==> config.mk <==
export PLATFORM = sky130hd
export DESIGN_NAME = pe_sequencer
export DESIGN_NICKNAME = d
export VERILOG_FILES = /design/src/rtl/pe_sequencer.sv
export SDC_FILE = /design/constraint.sdc
export NUM_CORES = 1
export LEC_CHECK = 0
export CAP_MARGIN = 5
export CORE_ASPECT_RATIO = 0.9
export CORE_MARGIN = 3
export CORE_UTILIZATION = 47
export CTS_BUF_LIST = sky130_fd_sc_hd__clkbuf_2
export DETAILED_ROUTE_END_ITERATION = 6
export PLACE_DENSITY = 0.82
export SLEW_MARGIN = 20
export SYNTH_ARGS = -nofsm -noshare
export SYNTH_HDL_FRONTEND = slang
export SYNTH_SLANG_ARGS = --single-unit
export TNS_END_PERCENT = 50
==> constraint.sdc <==
create_clock -name clk -period 3.84 [get_ports clk]
set_input_delay 0.384 -clock clk [delete_from_list [all_inputs] [get_ports clk]]
set_output_delay 0.384 -clock clk [all_outputs]
set_load 0.01 [all_outputs]
==> src/rtl/pe_sequencer.sv <==
// -----------------------------------------------------------------------------
// pe_sequencer
//
// Job sequencer in front of a processing element (PE). One job descriptor is
// accepted in IDLE. The sequencer then streams the IFMap, Filter and (optional)
// input-psum words from a source memory into the PE's three input FIFOs, starts
// the PE, waits for it to finish and pulses job_done.
//
// The source memory has a fixed one-cycle read latency. A read is only issued
// when the target FIFO is ready. If that FIFO drops ready while the word is in
// flight, the word parks in a one-entry skid register. Streaming stalls until
// the skid register drains, so no word is lost or duplicated. With ready held
// high the stream runs at one word per cycle.
//
// Ports
//   clk, rst            clock, asynchronous active-low reset
//   cfg_*               job descriptor handshake (cfg_valid / cfg_ready) and
//                       its fields
//   mem_ren/sel/addr    source read request (sel: 0 IFMap, 1 Filter, 2 Psum)
//   mem_rdata           read data, valid the cycle after mem_ren
//   wen_IFMap, IFMap_in, ready_IFMap
//                       IFMap FIFO write port; IFMap_in[DW+1:DW] is the
//                       first/last tag
//   wen_Filter, Filter_in, ready_Filter
//                       Filter FIFO write port
//   wen_input_Psum, input_Psum_in, ready_input_Psum
//                       psum FIFO write port
//   Start               one-cycle PE start pulse
//   mode, stride, filter_size, wr_psum
//                       job configuration presented to the PE
//   ready, done         PE idle / PE job complete
//   busy, job_done      job in progress / one-cycle completion pulse
// -----------------------------------------------------------------------------
module pe_sequencer #(
    parameter int DATA_WIDTH        = 20,
    parameter int ADDR_WIDTH        = 8,
    parameter int CNT_WIDTH         = 8,
    parameter int STRIDE_WIDTH      = 2,
    parameter int FILTER_SIZE_WIDTH = 3
) (
    input  logic                         clk,
    input  logic                         rst,

    input  logic                         cfg_valid,
    output logic                         cfg_ready,
    input  logic [1:0]                   cfg_mode,
    input  logic [STRIDE_WIDTH-1:0]      cfg_stride,
    input  logic [FILTER_SIZE_WIDTH-1:0] cfg_filter_size,
    input  logic                         cfg_wr_psum,
    input  logic [CNT_WIDTH-1:0]         cfg_ifmap_len,
    input  logic [CNT_WIDTH-1:0]         cfg_filter_len,
    input  logic [CNT_WIDTH-1:0]         cfg_psum_len,

    output logic                         mem_ren,
    output logic [1:0]                   mem_sel,
    output logic [ADDR_WIDTH-1:0]        mem_addr,
    input  logic [DATA_WIDTH-1:0]        mem_rdata,

    output logic                         wen_IFMap,
    output logic [DATA_WIDTH+1:0]        IFMap_in,
    input  logic                         ready_IFMap,
    output logic                         wen_Filter,
    output logic [DATA_WIDTH-1:0]        Filter_in,
    input  logic                         ready_Filter,
    output logic                         wen_input_Psum,
    output logic [DATA_WIDTH-1:0]        input_Psum_in,
    input  logic                         ready_input_Psum,

    output logic                         Start,
    output logic [1:0]                   mode,
    output logic [STRIDE_WIDTH-1:0]      stride,
    output logic [FILTER_SIZE_WIDTH-1:0] filter_size,
    output logic                         wr_psum,
    input  logic                         ready,
    input  logic                         done,

    output logic                         busy,
    output logic                         job_done
);

    typedef enum logic [2:0] {
        S_IDLE    = 3'd0,
        S_LOAD_IF = 3'd1,
        S_LOAD_FI = 3'd2,
        S_LOAD_PS = 3'd3,
        S_START   = 3'd4,
        S_WAIT    = 3'd5,
        S_FIN     = 3'd6
    } state_t;

    localparam logic [1:0] SEL_IFMAP  = 2'd0;
    localparam logic [1:0] SEL_FILTER = 2'd1;
    localparam logic [1:0] SEL_PSUM   = 2'd2;

    // -------------------------------------------------------------------------
    // State and latched job descriptor
    // -------------------------------------------------------------------------
    state_t                         r_state;
    logic [1:0]                     r_mode;
    logic [STRIDE_WIDTH-1:0]        r_stride;
    logic [FILTER_SIZE_WIDTH-1:0]   r_filter_size;
    logic                           r_wr_psum;
    logic [CNT_WIDTH-1:0]           r_if_len;
    logic [CNT_WIDTH-1:0]           r_fi_len;
    logic [CNT_WIDTH-1:0]           r_ps_len;

    // Per-phase streaming state. r_rd_cnt doubles as the read address.
    logic [CNT_WIDTH-1:0]           r_rd_cnt;
    logic [CNT_WIDTH-1:0]           r_wr_cnt;
    logic                           r_pend_p1;
    logic                           r_skid_vld;
    logic [DATA_WIDTH-1:0]          r_skid_data;
    logic                           r_start;

    // -------------------------------------------------------------------------
    // Helper functions
    // -------------------------------------------------------------------------

    // IFMap tag: bit 1 marks the first word and bit 0 marks the last word.
    // A one-word stream therefore gets 2'b11.
    function automatic logic [1:0] f_ifmap_tag(
        input logic [CNT_WIDTH-1:0] idx,
        input logic [CNT_WIDTH-1:0] len
    );
        logic w_first;
        logic w_last;
        w_first = (idx == '0);
        w_last  = (idx == (len - CNT_WIDTH'(1)));
        return {w_first, w_last};
    endfunction

    // Phase that follows the Filter load. Psum is skipped when the job does
    // not consume psums or has none to load.
    function automatic state_t f_after_filter(
        input logic                 wr_ps,
        input logic [CNT_WIDTH-1:0] ps_len
    );
        if (wr_ps && (ps_len != '0)) begin
            return S_LOAD_PS;
        end
        return S_START;
    endfunction

    // Phase that follows the IFMap load. Empty phases are skipped outright.
    function automatic state_t f_after_ifmap(
        input logic [CNT_WIDTH-1:0] fi_len,
        input logic                 wr_ps,
        input logic [CNT_WIDTH-1:0] ps_len
    );
        if (fi_len != '0) begin
            return S_LOAD_FI;
        end
        return f_after_filter(wr_ps, ps_len);
    endfunction

    // -------------------------------------------------------------------------
    // Phase decode: length, region and FIFO readiness of the active phase
    // -------------------------------------------------------------------------
    logic                           w_in_load;
    logic [CNT_WIDTH-1:0]           w_len;
    logic [1:0]                     w_sel;
    logic                           w_fifo_rdy;

    always_comb begin
        w_in_load  = 1'b0;
        w_len      = '0;
        w_sel      = SEL_IFMAP;
        w_fifo_rdy = 1'b0;
        case (r_state)
            S_LOAD_IF: begin
                w_in_load  = 1'b1;
                w_len      = r_if_len;
                w_sel      = SEL_IFMAP;
                w_fifo_rdy = ready_IFMap;
            end
            S_LOAD_FI: begin
                w_in_load  = 1'b1;
                w_len      = r_fi_len;
                w_sel      = SEL_FILTER;
                w_fifo_rdy = ready_Filter;
            end
            S_LOAD_PS: begin
                w_in_load  = 1'b1;
                w_len      = r_ps_len;
                w_sel      = SEL_PSUM;
                w_fifo_rdy = ready_input_Psum;
            end
            default: begin
                w_in_load  = 1'b0;
            end
        endcase
    end

    // -------------------------------------------------------------------------
    // Stage p0: read issue
    // -------------------------------------------------------------------------
    logic w_more;
    logic w_ren;

    assign w_more = (r_rd_cnt < w_len);
    // No read while the skid register holds a word. This keeps the in-flight
    // word and the skid word mutually exclusive.
    assign w_ren  = w_in_load && w_fifo_rdy && !r_skid_vld && w_more;

    // -------------------------------------------------------------------------
    // Stage p1: FIFO write from returning data or from the skid register
    // -------------------------------------------------------------------------
    logic                  w_have;
    logic                  w_wr;
    logic [DATA_WIDTH-1:0] w_word;
    logic                  w_last_wr;
    logic [1:0]            w_tag;

    assign w_have    = r_pend_p1 || r_skid_vld;
    assign w_wr      = w_in_load && w_have && w_fifo_rdy;
    assign w_word    = r_skid_vld ? r_skid_data : mem_rdata;
    assign w_last_wr = w_wr && (r_wr_cnt == (w_len - CNT_WIDTH'(1)));
    assign w_tag     = f_ifmap_tag(r_wr_cnt, w_len);

    // -------------------------------------------------------------------------
    // Sequencer FSM and datapath registers
    // -------------------------------------------------------------------------
    always_ff @(posedge clk or negedge rst) begin
        if (!rst) begin
            r_state       <= S_IDLE;
            r_mode        <= '0;
            r_stride      <= '0;
            r_filter_size <= '0;
            r_wr_psum     <= 1'b0;
            r_if_len      <= '0;
            r_fi_len      <= '0;
            r_ps_len      <= '0;
            r_rd_cnt      <= '0;
            r_wr_cnt      <= '0;
            r_pend_p1     <= 1'b0;
            r_skid_vld    <= 1'b0;
            r_skid_data   <= '0;
            r_start       <= 1'b0;
        end else begin
            r_start   <= 1'b0;
            r_pend_p1 <= w_ren;

            // Park the returning word when its FIFO is not ready and release
            // it once the FIFO accepts it.
            if (w_in_load && r_pend_p1 && !w_fifo_rdy) begin
                r_skid_vld  <= 1'b1;
                r_skid_data <= mem_rdata;
            end else if (w_in_load && r_skid_vld && w_fifo_rdy) begin
                r_skid_vld  <= 1'b0;
            end

            if (w_ren) begin
                r_rd_cnt <= r_rd_cnt + CNT_WIDTH'(1);
            end
            if (w_wr) begin
                r_wr_cnt <= r_wr_cnt + CNT_WIDTH'(1);
            end

            case (r_state)
                S_IDLE: begin
                    if (cfg_valid) begin
                        r_mode        <= cfg_mode;
                        r_stride      <= cfg_stride;
                        r_filter_size <= cfg_filter_size;
                        r_wr_psum     <= cfg_wr_psum;
                        r_if_len      <= cfg_ifmap_len;
                        r_fi_len      <= cfg_filter_len;
                        r_ps_len      <= cfg_psum_len;
                        r_rd_cnt      <= '0;
                        r_wr_cnt      <= '0;
                        r_state       <= S_LOAD_IF;
                    end
                end
                S_LOAD_IF: begin
                    // An empty IFMap means there is no work for the PE at all.
                    if (r_if_len == '0) begin
                        r_state <= S_FIN;
                    end else if (w_last_wr) begin
                        r_rd_cnt <= '0;
                        r_wr_cnt <= '0;
                        r_state  <= f_after_ifmap(r_fi_len, r_wr_psum, r_ps_len);
                    end
                end
                S_LOAD_FI: begin
                    if (w_last_wr) begin
                        r_rd_cnt <= '0;
                        r_wr_cnt <= '0;
                        r_state  <= f_after_filter(r_wr_psum, r_ps_len);
                    end
                end
                S_LOAD_PS: begin
                    if (w_last_wr) begin
                        r_rd_cnt <= '0;
                        r_wr_cnt <= '0;
                        r_state  <= S_START;
                    end
                end
                S_START: begin
                    if (ready) begin
                        r_start <= 1'b1;
                        r_state <= S_WAIT;
                    end
                end
                S_WAIT: begin
                    if (done) begin
                        r_state <= S_FIN;
                    end
                end
                S_FIN: begin
                    r_state <= S_IDLE;
                end
                default: begin
                    r_state <= S_IDLE;
                end
            endcase
        end
    end

    // -------------------------------------------------------------------------
    // Outputs
    // -------------------------------------------------------------------------
    assign cfg_ready = (r_state == S_IDLE);
    assign busy      = (r_state != S_IDLE);
    assign job_done  = (r_state == S_FIN);
    assign Start     = r_start;

    assign mode        = r_mode;
    assign stride      = r_stride;
    assign filter_size = r_filter_size;
    assign wr_psum     = r_wr_psum;

    assign mem_ren  = w_ren;
    assign mem_sel  = w_sel;
    assign mem_addr = ADDR_WIDTH'(r_rd_cnt);

    // Write data is forced to zero when no write is in progress, so stale
    // memory data never shows on the FIFO buses.
    assign wen_IFMap      = w_wr && (r_state == S_LOAD_IF);
    assign wen_Filter     = w_wr && (r_state == S_LOAD_FI);
    assign wen_input_Psum = w_wr && (r_state == S_LOAD_PS);

    assign IFMap_in      = wen_IFMap      ? {w_tag, w_word} : '0;
    assign Filter_in     = wen_Filter     ? w_word          : '0;
    assign input_Psum_in = wen_input_Psum ? w_word          : '0;

endmodule

# Word-level counts from Yosys, hierarchy flattened
# Cells that the tools add are included.
# word_totals
regBits	74
in_bits	60
out_inout_bits	88
elab_cells	105
# classes
add_sub_neg	3
magnitude_cmp	1
eq_ne	13
muxes	46
reduce_logical	28
# op_table
cell	n
one-hot mux 8 bit (3 select lines)	3
2-to-1 mux 8 bit	8
2-to-1 mux 20 bit	3
2-to-1 mux 3 bit	12
2-to-1 mux 22 bit	1
one-hot mux 3 bit (6 select lines)	1
adder 8 x 1 -> 8 bit, second input constant	2
zero test 8 bit	2
2-to-1 mux 1 bit	16
nonzero test 8 bit	2
logical AND 1 bit	14
!= test 2 bit, second input constant	5
equality test 3 bit, second input constant	3
equality test 8 bit	1
< comparator 8 bit	1
subtractor 8 x 1 -> 8 bit, second input constant	1
equality test 3 x 2 -> 1 bit, second input constant	2
AND reduction 6 bit	1
one-hot mux 2 bit (2 select lines)	1
equality test 3 x 1 -> 1 bit, second input constant	1
zero test 3 bit	1
!= test 3 bit, second input constant	1
one-hot mux 1 bit (3 select lines)	1
nonzero test 3 bit	1
other kinds (6)	7

# Logic depth before layout (Yosys ltp)
# logic_depth
depth_word	18
mapped_depth	14
ltp_nobuf	12

# Least setup slack after synthesis
# OpenSTA, ideal clock, no wires.
# synth_path
path_kind	register to register
start	reg r_state[0]
end	reg r_rd_cnt[7] (netlist: mem_addr[7])
setup_ns	0.120
t_arrival_ns	2.830
required_time_ns	3.720
setup_slack_ns	0.890
path_stages_with_launch	13
n_path_buf	2
synth_period_minus_slack_ns	2.950
cell_sequence	dfrtp_1 > buf_6 > buf_4 > mux2_1 > a32oi_2 > ha_1 > nor2b_1 > o21ai_0 > o2111ai_1 > a21oi_1 > nand4_1 > xor2_1 > nor2_1
# synth_via
elab_chain_cells	10
word_cells_on_any_way	23
cone_classes	1 x add/sub; 1 x order compare; 4 x eq/ne; 8 x mux; 9 x reduce/logical
# synth_lines
item	line_no	text
start: declaration	98	state_t r_state;
start signal: assignment	281	r_state <= f_after_ifmap(r_fi_len, r_wr_psum, r_ps_len);
start signal: assignment	288	r_state <= f_after_filter(r_wr_psum, r_ps_len);
branches (longest 5 deep; another with < comparator 8 bit)	-	
logical AND 1 bit *	203	assign w_ren = w_in_load && w_fifo_rdy && !r_skid_vld && w_more;
net mem_ren	54	output logic mem_ren,
2-to-1 mux 8 bit *	252	if (w_ren) begin
2-to-1 mux 8 bit	278, 285, 292	
2-to-1 mux 8 bit	276	if (r_if_len == '0) begin
one-hot mux 8 bit (3 select lines) *	259	case (r_state)
end signal: assignment	253	r_rd_cnt <= r_rd_cnt + CNT_WIDTH'(1);
end: declaration	108	logic [CNT_WIDTH-1:0] r_rd_cnt;
# Mark *: on every way through the listed nets, which the timed path passes.
# A chain may end at the register's enable or synchronous reset.

# Worst setup path after layout
# layout_path
start	reg r_state[0]
end	out IFMap_in[20]
# layout_via
elab_chain_cells	7
word_cells_on_any_way	13
cone_classes	1 x add/sub; 4 x eq/ne; 4 x mux; 4 x reduce/logical
# layout_lines
item	line_no	text
branches (longest 6 deep; another with subtractor 8 x 1 -> 8 bit)	-	
2-to-1 mux 22 bit *	342	assign IFMap_in = wen_IFMap ? {w_tag, w_word} : '0;
end: declaration	60	output logic [DATA_WIDTH+1:0] IFMap_in,
# Mark *: on every way between the ends.

==> results_dict.tcl <==
set metrics [dict create \
    synth_cell_types 53 \
    crit_required_ns 3.46 \
    worst_slew_pin_slew_ns 0.912 \
    rows 32 \
    maxCapViolations 0 \
    cts.htree.levels 3 \
    totalWireLength_microns 11800 \
    final_cells 704 \
    dr.first_iter.drc_count 194 \
    start_kind "flop" \
    die_w_microns 108 \
    yosys_warnings 0 \
    grt_pass1_wl_microns 19900 \
    die_y_microns 97.4 \
    clkTransAtPathRegs_ns 0.20 \
    gr-total-overflow 0 \
    power_switching_uw 1800 \
    netSwitchingFraction 0.418 \
    finalPower_uw 4300 \
    grt_pass1_vias 3870 \
    powerDensity_nw_per_um2 697 \
    outcome "finished, final reports clean" \
    syn_area_per_cell_sq_um 10.1 \
    worstPathArrival_ns 3.40 \
    clockPowerShare 0.101 \
    cts_buffers 9 \
    grt_max_degree 75 \
    grt_use_total 0.237 \
    first_pass_iters 4 \
    area_growth_pct 41.6 \
    drv_slew 0 \
    cts_num_sinks 74 \
    finalSetupViolations 0 \
    hold_path_class "primary input to flop" \
    fmax_ghz 0.264 \
    path_max_fanout 5 \
    dp_hpwl_microns 8860 \
    numPlacedInstances 682 \
    cts_tree "yes" \
    r2r_slack_ns 0.86 \
    netlist_instances 431 \
    synth_ff_type "dfrtp_1" \
    cts_buffer_depth 2 \
    final_util 0.701 \
    ant_nets 0 \
    rsz0062_at_grt "yes" \
    drt-wirelength-per-cell_microns 16.7 \
    start_util 0.495 \
    synth_edf_count 0 \
    pin_count 148 \
    fill_cells 668 \
    relSlewSlack 0.392 \
    synthArstFlopShare 1.00 \
    min_period_ns 3.79 \
    layout-drive-gt1-share 0.181 \
    diodes 0 \
    cts-root-buf "clkbuf_2" \
    synth_nets 502 \
    power.internal_uw 2510 \
    antenna_found_initial 0 \
    ys_seq_elements 74 \
    synth_seq_area_share 0.425 \
    die_area_sq_um 10500 \
    final_common_cell "clkdlybuf4s50_1" \
    io_buffers 147 \
    pwr-share-comb 0.578 \
    clock_latency_ns 0.52 \
    worstSetupEndpointType "primary output" \
    worstSetupPathType "flop to primary output" \
    fin_nets 651 \
    gp_congestion 0.865 \
    skew_ns 0.0321 \
    layout_common_cells "144 x clkdlybuf4s50_1, 92 x nor2_1, 73 x dfrtp_1" \
    hold_violations 0 \
    viasPerCell 5.35 \
    drc 0 \
    syn_area_sq_um 4360 \
    vdd_drop_max_v 0.000415 \
    vias 3768 \
    period_share 0.987 \
    core_sq_um 8810 \
    p_leak_uw 0.00257 \
    p_seq_frac 0.322 \
]
-- critical path, cell delays in order, from the launching register on --
cell           delay (ns)
dfrtp_2              0.44
buf_4                0.16
mux2_4               0.31
a32oi_4              0.26
ha_2                 0.25
nand3_1              0.13
nor3_2               0.24
xnor2_2              0.18
nand2b_1             0.12
nor4_4               0.32
and3_1               0.18
dlygate4sd2_1        0.29
-- Yosys cell counts, types with 2 or more instances --
| cell type | n | share of area |
|---|---|---|
| a21oi_1 | 9 | 0.010 |
| a221oi_1 | 3 | 0.0060 |
| a22oi_1 | 2 | 0.0034 |
| a32oi_2 | 3 | 0.011 |
| and2_1 | 5 | 0.0072 |
| and3_1 | 4 | 0.0057 |
| buf_2 | 2 | 0.0023 |
| buf_6 | 3 | 0.0077 |
| clkbuf_1 | 18 | 0.015 |
| dfrtp_1 | 74 | 0.42 |
| ha_1 | 11 | 0.032 |
| inv_1 | 12 | 0.010 |
| mux2_1 | 5 | 0.013 |
| mux2_2 | 52 | 0.13 |
| mux2_4 | 2 | 0.0069 |
| mux2i_1 | 24 | 0.055 |
| nand2_1 | 12 | 0.010 |
| nand2b_1 | 6 | 0.0086 |
| nand3_1 | 8 | 0.0092 |
| nand4_1 | 8 | 0.011 |
| nor2_1 | 92 | 0.079 |
| nor2b_1 | 3 | 0.0043 |
| nor3_1 | 8 | 0.0092 |
| nor3b_1 | 2 | 0.0034 |
| nor4_1 | 7 | 0.010 |
| nor4b_1 | 2 | 0.0040 |
| o211ai_1 | 2 | 0.0034 |
| o21ai_0 | 6 | 0.0069 |
| xnor2_1 | 10 | 0.020 |
| xor2_1 | 13 | 0.026 |
-- logic make-up after synthesis --
kind of cell             Yosys count  synth area share
multiplexers                      83             0.209
flip-flops                        74             0.425
adder cells (fa/ha/maj)           11            0.0316
XOR/XNOR                          23            0.0462
buffers and inverters             38            0.0393
AND/OR/NAND/NOR                  164             0.177
AO/OA/AOI/OAI                     38            0.0720
-- per-stage QoR --
step / hold slack [ns] / worst slack (ns) / TNS (ns) / instance area (sq um)
floorplan: 0.0884 / 0.890 / 0 / 4360
global placement: 0.487 / 0.226 / 0 / 5940
detailed placement: 0.493 / 0.0470 / 0 / 5940
CTS: 0.346 / 0.0651 / 0 / 6150
global route: 0.345 / -0.145 / -0.145 / 6170
finish: 0.390 / 0.0514 / 0 / 6170
-- what timing repair did --
action,in CTS,in global routing
resized for setup,12,3
buffers inserted,4,1
hold endpoints to repair,67,0
endpoints found under the setup margin,3,43
pin swaps,4,2
hold buffers,1,0
-- metal layers --
layer | track usage | wire length [microns]
met1 | 0.308 | 4830
met2 | 0.394 | 6120
met3 | 0.0485 | 585
met5 | 0 | 0
met4 | 0.0757 | 215
-- power by group through the flow --
stage | registers (uW) | clock network [uW] | logic [uW]
global route | 1430 | 483 | 2700
finish | 1380 | 434 | 2480
detailed placement | 1410 | 0 | 2280
CTS | 1380 | 449 | 2440
global placement | 1390 | 0 | 2190
floorplan | 1330 | 0 | 1620
-- area by class of cell --
cell class                      count  area [sq um]  area share
Timing Repair Buffer              163          1600       0.259
Clock buffer                       10          50.0     0.00811
Inverter                           13          48.8     0.00790
Sequential cell                    74          1850       0.300
Multi-Input combinational cell    319          2410       0.390
Tap cell                          119           149      0.0241
Clock inverter                      6          67.6      0.0109
-- sequential cells by signal (all words and copies together), names as in the netlist --
name	flops
r_state	3
filter_size	3
r_pend_p1	1
r_fi_len	8
r_ps_len	8
r_wr_cnt	8
mem_addr	8
mode	2
r_skid_vld	1
r_skid_data	20
wr_psum	1
Start	1
r_if_len	8
stride	2
-- worst paths after layout --
kind                                        from              to  cells after the start
worst max-delay path                  r_state[0]    IFMap_in[20]                     11
worst min-delay path            cfg_ifmap_len[4]     r_if_len[4]                      3
worst max register to register        r_state[0]     r_wr_cnt[0]                     11
worst min register to register    r_skid_data[1]  r_skid_data[1]                      1
max in group asynchronous                    rst      r_state[0]                      2
min in group asynchronous                    rst         mode[0]                      2
No activity file was read; power rests on OpenSTA's default activity.
